===== src/rtl/dff_share_arb.sv =====
// Round-robin arbiter that time-shares one external enabled register between N
// requesters and presents the held word downstream with its source index.
module dff_share_arb #(
    parameter  int N  = 4,
    parameter  int DW = 32,
    localparam int IW = $clog2(N)
) (
    input  logic            clk,
    input  logic            rst_n,
    input  logic [N-1:0]    req_valid,
    input  logic [N*DW-1:0] req_data,
    output logic [N-1:0]    req_ready,
    output logic            dff_en,
    output logic [DW-1:0]   dff_data,
    output logic            out_valid,
    input  logic            out_ready,
    output logic [IW-1:0]   out_src
);

    localparam int unsigned NU = N;

    typedef enum logic {
        EMPTY = 1'b0,
        FULL  = 1'b1
    } state_t;

    state_t        r_state;
    logic [IW-1:0] r_ptr;
    logic [IW-1:0] r_src;

    logic          w_accept;
    logic          w_found;
    logic [IW-1:0] w_gidx;
    logic          w_grant;
    logic [IW-1:0] w_ptr_next;

    // Search ptr, ptr+1, ... mod N; the first valid lane wins.
    always_comb begin
        int unsigned v_idx;
        v_idx   = 0;
        w_found = 1'b0;
        w_gidx  = '0;
        for (int unsigned k = 0; k < NU; k++) begin
            v_idx = 32'(r_ptr) + k;
            if (v_idx >= NU) begin
                v_idx = v_idx - NU;
            end
            if (!w_found && req_valid[v_idx]) begin
                w_found = 1'b1;
                w_gidx  = IW'(v_idx);
            end
        end
    end

    // Gating with rst_n keeps the grant outputs quiet while reset is held.
    assign w_accept   = (r_state == EMPTY) || out_ready;
    assign w_grant    = rst_n && w_accept && w_found;
    assign w_ptr_next = (w_gidx == IW'(N - 1)) ? '0 : w_gidx + IW'(1);

    always_comb begin
        req_ready = '0;
        dff_en    = 1'b0;
        dff_data  = '0;
        if (w_grant) begin
            req_ready = N'(1) << w_gidx;
            dff_en    = 1'b1;
            dff_data  = req_data[int'(w_gidx)*DW +: DW];
        end
    end

    always_ff @(posedge clk or negedge rst_n) begin
        if (!rst_n) begin
            r_state <= EMPTY;
            r_ptr   <= '0;
            r_src   <= '0;
        end else if (w_grant) begin
            r_state <= FULL;
            r_src   <= w_gidx;
            r_ptr   <= w_ptr_next;
        end else if (r_state == FULL && out_ready) begin
            r_state <= EMPTY;
        end
    end

    assign out_valid = (r_state == FULL);
    assign out_src   = r_src;

endmodule


===== config.mk =====
export PLATFORM = sky130hd
export DESIGN_NAME = dff_share_arb
export DESIGN_NICKNAME = d
export VERILOG_FILES = /design/src/rtl/dff_share_arb.sv
export SDC_FILE = /design/constraint.sdc
export NUM_CORES = 1
export LEC_CHECK = 0
export ABC_CLOCK_PERIOD_IN_PS = 1430
export BUFFER_PORTS_ARGS = -buffer_cell sky130_fd_sc_hd__buf_2
export CAP_MARGIN = 15
export CORE_MARGIN = 2
export CORE_UTILIZATION = 28
export CTS_CLUSTER_SIZE = 40
export DETAILED_ROUTE_END_ITERATION = 8
export PLACE_DENSITY_LB_ADDON = 0.3
export SETUP_SLACK_MARGIN = 0.05
export SYNTH_ARGS = -nofsm -noshare
export SYNTH_HDL_FRONTEND = slang
export SYNTH_SLANG_ARGS = --single-unit

===== constraint.sdc =====
create_clock -name clk -period 1.43 [get_ports clk]
set_input_delay 0 -clock clk [delete_from_list [all_inputs] [get_ports clk]]
set_output_delay 0 -clock clk [all_outputs]
set_load 0.005 [all_outputs]

==> results of run 1 <==
synthesized netlist by cell type:
library cell / number / area [µm²]
o21ai_0: 2 / 10.0
a21oi_4: 1 / 16.3
nor3_1: 1 / 5.00
o21ai_1: 3 / 15.0
and2b_1: 1 / 7.51
o22ai_2: 1 / 12.5
buf_4: 2 / 15.0
buf_6: 4 / 45.0
inv_2: 2 / 7.51
nand2_1: 3 / 11.3
a21boi_2: 1 / 11.3
nor2b_1: 1 / 6.26
buf_2: 8 / 40.0
mux2_2: 1 / 11.3
and2_1: 1 / 6.26
dfrtp_1: 5 / 125
a21oi_1: 1 / 5.00
o22ai_1: 33 / 206
nor2_1: 3 / 11.3
nand2b_1: 1 / 6.26
mux2i_1: 64 / 641
o41ai_2: 1 / 16.3
inv_1: 5 / 18.8
ha_1: 1 / 12.5
a221oi_2: 1 / 15.0
stage by stage:
step	setup TNS (ns)	cell area, µm²	hold WS [ns]
after global placement	-3.69	2290	-0.167
final	-12.69	2650	0.0849
after floorplan	0	1300	-0.296
after global routing	-16.30	2650	0.124
after detailed placement	-4.43	2290	-0.165
after CTS	-12.57	2520	0.0915
area by class of cell:
type	count	area, µm²	share of cell area
Timing Repair Buffer	199	1260	0.476
Sequential cell	5	125	0.0472
Clock buffer	4	45.0	0.0170
Multi-Input combinational cell	121	1110	0.421
Tap cell	52	65.1	0.0246
Inverter	7	38.8	0.0146
critical path: cells and delay by family, from the launching register on:
family / cells / cell delay, ns
buf+inv: 3 / 0.48
flops: 1 / 0.38
simple gates: 2 / 0.29
compound gates: 2 / 0.23
mux: 1 / 0.23
power breakdown:
part / total (mW) / internal, mW / switching [mW]
clock: 0.259 / 0.191 / 0.0679
sequential: 0.232 / 0.194 / 0.0383
combinational: 2.95 / 1.72 / 1.23
state kept, by name, summed over array words and instances (netlist names):
register,count
out_src,2
r_ptr,2
out_valid,1
cells by family after synthesis:
group | synth area share
muxes | 0.510
DFF | 0.0979
AOI/OAI and AO/OA | 0.241
buffers and inverters | 0.0989
and+or+nand+nor | 0.0421
adders and majority gates | 0.00979
worst paths after layout:
path	startpoint	depth (start not counted)	end
hold reg to reg	out_src[0]	1	out_src[0]
min in group asynchronous	rst_n	2	out_valid
setup reg to reg	r_ptr[0]	9	r_ptr[1]
max in group asynchronous	rst_n	2	out_src[0]
setup / recovery	r_ptr[0]	8	dff_data[19]
hold / removal	rst_n	3	out_valid
metal layers:
layer | GRT usage | share of wire | vias to the layer above | wire (µm)
met3 | 0.0253 | 0.097 | 2 | 533
met1 | 0.203 | 0.35 | 864 | 1950
met2 | 0.369 | 0.54 | 113 | 3000
met4 | 0.0273 | 0.0036 | 0 | 20
li1 | - | - | 954 | -
met5 | 0 | 0 | - | 0
what timing repair did:
| item | in CTS | in global routing |
|---|---|---|
| hold buffers | 2 | 0 |
| pin swaps | 5 | 6 |
| setup endpoints to repair | 39 | 40 |
| buffers inserted | 4 | 0 |
| resized for setup | 10 | 21 |
| endpoints found under the hold margin | 6 | 0 |
| gates cloned | 3 | 3 |
==> results.py, run 1 <==
metrics = {
    "timing": {
        "worst_slew_pin_slew_ns": 0.400,
        "finalSetupViolations": 39,
        "setup_ws_ns": -0.397,
        "rsz0062_at_grt": "yes",
        "maxSlewViolCount": 0,
        "timing.final.crit_share": 1.28,
        "hold_viol": 0,
        "max-slew-margin-rel": 0.730,
        "skew_ns": 0.00583,
        "fmax_mhz": 547,
        "finalCriticalPeriod_ns": 1.83,
    },
    "finish": {
        "fin_util": 0.604,
        "final_cells": 388,
        "syn2layout_area_growth_pct": 107,
        "layout-drive-gt1-share": 0.667,
        "final_common_cell": "buf_2",
        "num_antenna_cells": 0,
        "fill_cells": 376,
        "final_nets": 473,
        "final_cell_mix": "173 x buf_2, 62 x mux2i_1, 32 x o22ai_1",
    },
    "grt": {
        "antenna_found_initial": 0,
        "first_global_vias": 1754,
        "grt_max_degree": 28,
        "grt_overflow": 0,
        "grt_pass1_wl_um": 7710,
        "groute.usage.overall": 0.183,
    },
    "worst_setup_path": {
        "cp_max_fo": 18,
        "cp_data_required_time_ns": 1.43,
        "worst_path_max_delay_cell": "dfrtp_1",
        "critical_path.cell_chain": "and2b_1 > nor3_2 > o22ai_4 > buf_12 > buf_12 > mux2i_2 > o22ai_1 > buf_2",
        "cp-end-kind": "primary output",
        "start_kind": "flip-flop",
        "rrSetupSlack_ns": -0.20,
        "arrival_ns": 1.83,
        "path_class": "reg -> out",
        "slowest_delay_ns": 0.38,
        "cpMostUsedCell": "buf_12",
    },
    "routing": {
        "vias_per_cell": 4.98,
        "drt_first_pass_iters": 4,
        "ant_nets": 0,
        "vias": 1933,
        "initialDrtViolationCount": 33,
        "wl_per_cell_um": 14.2,
        "route.detailed.drc": 0,
        "wl_um": 5510,
    },
    "synth": {
        "synthCells": 147,
        "syn_area_um2": 1280,
        "synth-seq-cells": 5,
        "yosysWarnings": 0,
        "synth.distinct_cells": 25,
        "yosysSeqAreaShare": 0.0979,
        "avgSynthCellArea_um2": 8.69,
        "syn-num-nets": 283,
    },
    "run": {
        "cap_violations": 0,
    },
    "floorplanning": {
        "die_h_um": 71.5,
        "io_pins": 175,
        "dieArea_um2": 5120,
        "core_um2": 4380,
        "start_util": 0.291,
        "die_x_um": 71.5,
        "rows": 24,
    },
    "power_and_ir_drop": {
        "power_density_nw_per_um2": 1300,
        "max-vdd-ir-drop_mv": 0.767,
        "p_leak_nw": 1.63,
        "finalPower_mw": 3.44,
    },
    "clocking": {
        "htreeDepth": 1,
        "cts_sinks": 5,
        "cts_buffers": 3,
        "clk_pin_slew_worst_paths_ns": 0.04,
        "cts_tree": "done",
        "cts.path.max_buffers": 2,
        "clkLatencyLatePin_ns": 0.22,
        "clockRootBuffer": "clkbuf_8",
    },
    "hold_path": {
        "hold_class": "in -> reg",
    },
    "placed_design": {
        "place_ws_ns": -0.183,
        "gp_congestion": 0.658,
        "dp_hpwl_um": 4050,
        "placed_cells": 372,
        "port_buffers": 174,
    },
    "run_status": {
        "violations": "setup timing",
        "status": "complete, but fails checks",
    },
}
Power figures use the tool's default switching activity.
==> inputs of run 2 (changes only) <==
Settings changed: CELL_PAD_IN_SITES_DETAIL_PLACEMENT set to 1, CELL_PAD_IN_SITES_GLOBAL_PLACEMENT set to 1, CORE_UTILIZATION 28 to 17, SKIP_CTS_REPAIR_TIMING set to 1.
==> results.py, run 2 (synthesized netlist as in run 1, its figures left out) <==
metrics = {
    "grt": {
        "grt_pass1_wl_um": 9500,
        "grt_max_degree": 41,
        "groute.usage.overall": 0.137,
        "grt_overflow": 0,
        "first_global_vias": 2053,
        "antenna_found_initial": 0,
    },
    "worst_setup_path": {
        "rrSetupSlack_ns": -0.26,
        "arrival_ns": 1.88,
        "path_class": "reg -> out",
        "start_kind": "flip-flop",
        "rr_startpoint": "r_ptr[1]",
        "worst_path_max_delay_cell": "dfrtp_1",
        "cpMostUsedCell": "buf_12",
        "crit_family": "compound AO/OA/AOI/OAI gates",
        "cp_data_required_time_ns": 1.43,
        "cp_max_fo": 9,
        "path_buf_inv": 4,
        "reg2reg_depth": 9,
        "cp-end-kind": "primary output",
        "r2r-end": "r_ptr[1]",
        "critical_path.cell_chain": "inv_2 > a221oi_4 > o22ai_4 > buf_12 > buf_12 > mux2i_1 > o22ai_1 > buf_2",
        "slowest_delay_ns": 0.42,
    },
    "timing": {
        "fin_hold_ws_ns": -0.000123,
        "finalSetupViolations": 39,
        "hold_viol": 1,
        "timing.final.crit_share": 1.32,
        "setup_ws_ns": -0.452,
        "max-slew-margin-rel": 0.725,
        "finalCriticalPeriod_ns": 1.88,
        "worst_slew_pin_slew_ns": 0.408,
        "rsz0062_at_grt": "yes",
        "maxSlewViolCount": 0,
        "skew_ns": 0.00218,
        "tns_ns": -15.44,
        "fmax_mhz": 531,
    },
    "clocking": {
        "clk_pin_slew_worst_paths_ns": 0.04,
        "cts.path.max_buffers": 2,
        "clkLatencyLatePin_ns": 0.22,
        "cts_buffers": 3,
        "cts_tree": "done",
        "htreeDepth": 1,
        "cts_sinks": 5,
        "clockRootBuffer": "clkbuf_8",
    },
    "floorplanning": {
        "die_x_um": 90.7,
        "start_util": 0.176,
        "core_um2": 7250,
        "dieArea_um2": 8220,
        "die_h_um": 90.7,
        "rows": 31,
        "io_pins": 175,
    },
    "hold_path": {
        "hold-path-endpoint": "out_valid",
        "holdPathStages": 2,
        "hold_class": "in -> reg",
        "worstHoldStart": "out_ready",
    },
    "finish": {
        "fin_util": 0.362,
        "seq_area_um2": 125,
        "layout-drive-gt1-share": 0.651,
        "multi_input_area_um2": 1100,
        "final_cell_mix": "174 x buf_2, 64 x mux2i_1, 33 x o22ai_1",
        "num_antenna_cells": 0,
        "final_nets": 472,
        "final_common_cell": "buf_2",
        "fill_cells": 932,
        "syn2layout_area_growth_pct": 106,
    },
    "routing": {
        "wl_per_cell_um": 16.0,
        "vias": 1970,
        "vias_per_cell": 4.54,
        "ant_nets": 0,
        "route.detailed.drc": 0,
        "drt_first_pass_iters": 4,
        "initialDrtViolationCount": 28,
        "wl_um": 6940,
    },
    "placed_design": {
        "gp_congestion": 0.731,
        "dp_hpwl_um": 5100,
        "port_buffers": 174,
    },
    "power_and_ir_drop": {
        "p_leak_nw": 1.61,
        "max-vdd-ir-drop_mv": 0.553,
        "power_density_nw_per_um2": 1300,
        "finalPower_mw": 3.42,
    },
    "run": {
        "cap_violations": 0,
    },
    "run_status": {
        "violations": "hold timing, setup timing",
        "status": "complete, but fails checks",
    },
}
-- run 2: changes by cell type in the layout (fill, tap and decap cells not counted), sizes merged --
cell	delta
inv	+1
clkinv	-1
buf	-3
clkbuf	+3
dlygate4sd3	-1
-- run 2: power breakdown --
part / total [mW] / internal [mW] / leakage [nW] / switching (mW)
registers: 0.238 / 0.194 / 0.0604 / 0.0443
clock network: 0.267 / 0.192 / 0.0228 / 0.0754
logic: 2.91 / 1.64 / 1.53 / 1.27
total: 3.42 / 2.02 / 1.61 / 1.39
-- run 2: worst register-to-register path: stages, from the launching register on --
cell       delay (ns)
dfrtp_1          0.42
inv_2            0.09
a221oi_4         0.25
o22ai_4          0.13
buf_12           0.17
clkbuf_16        0.17
inv_8            0.06
ha_4             0.19
nand2_2          0.04
o21ai_1          0.05
-- run 2: metrics by stage --
step	instances	setup slack, ns	cell area [µm²]
2_1_floorplan	147	0.00729	1300
3_3_place_gp	419	-0.230	2320
3_5_place_dp	419	-0.278	2320
4_1_cts	423	-0.522	2370
5_1_grt	434	-0.560	2630
6_report	434	-0.452	2630
-- run 2: area by class of cell --
cell class	count	area share
Multi-Input combinational cell	121	0.418
Sequential cell	5	0.0476
Clock buffer	4	0.0171
Tap cell	99	0.0471
Inverter	7	0.0129
Timing Repair Buffer	198	0.457
-- run 2: worst max-delay path by stage --
stage                  start            to  slack [ns]  depth (start not counted)
finish              r_ptr[1]  dff_data[24]       -0.45                          8
floorplan           r_ptr[0]      r_ptr[1]       0.007                          8
CTS                 r_ptr[0]  dff_data[14]       -0.52                          7
global route        r_ptr[1]  dff_data[11]       -0.56                          8
global placement    r_ptr[0]  dff_data[14]       -0.23                          7
detailed placement  r_ptr[0]  dff_data[14]       -0.28                          7
-- run 2: per-layer routing --
metal  wire length [µm]  vias to the layer above  track usage
met5                  0                        -            0
met2               3700                      116        0.267
li1                   -                      951            -
met4                 46                        0       0.0269
met3                738                        6       0.0392
met1               2460                      897        0.145
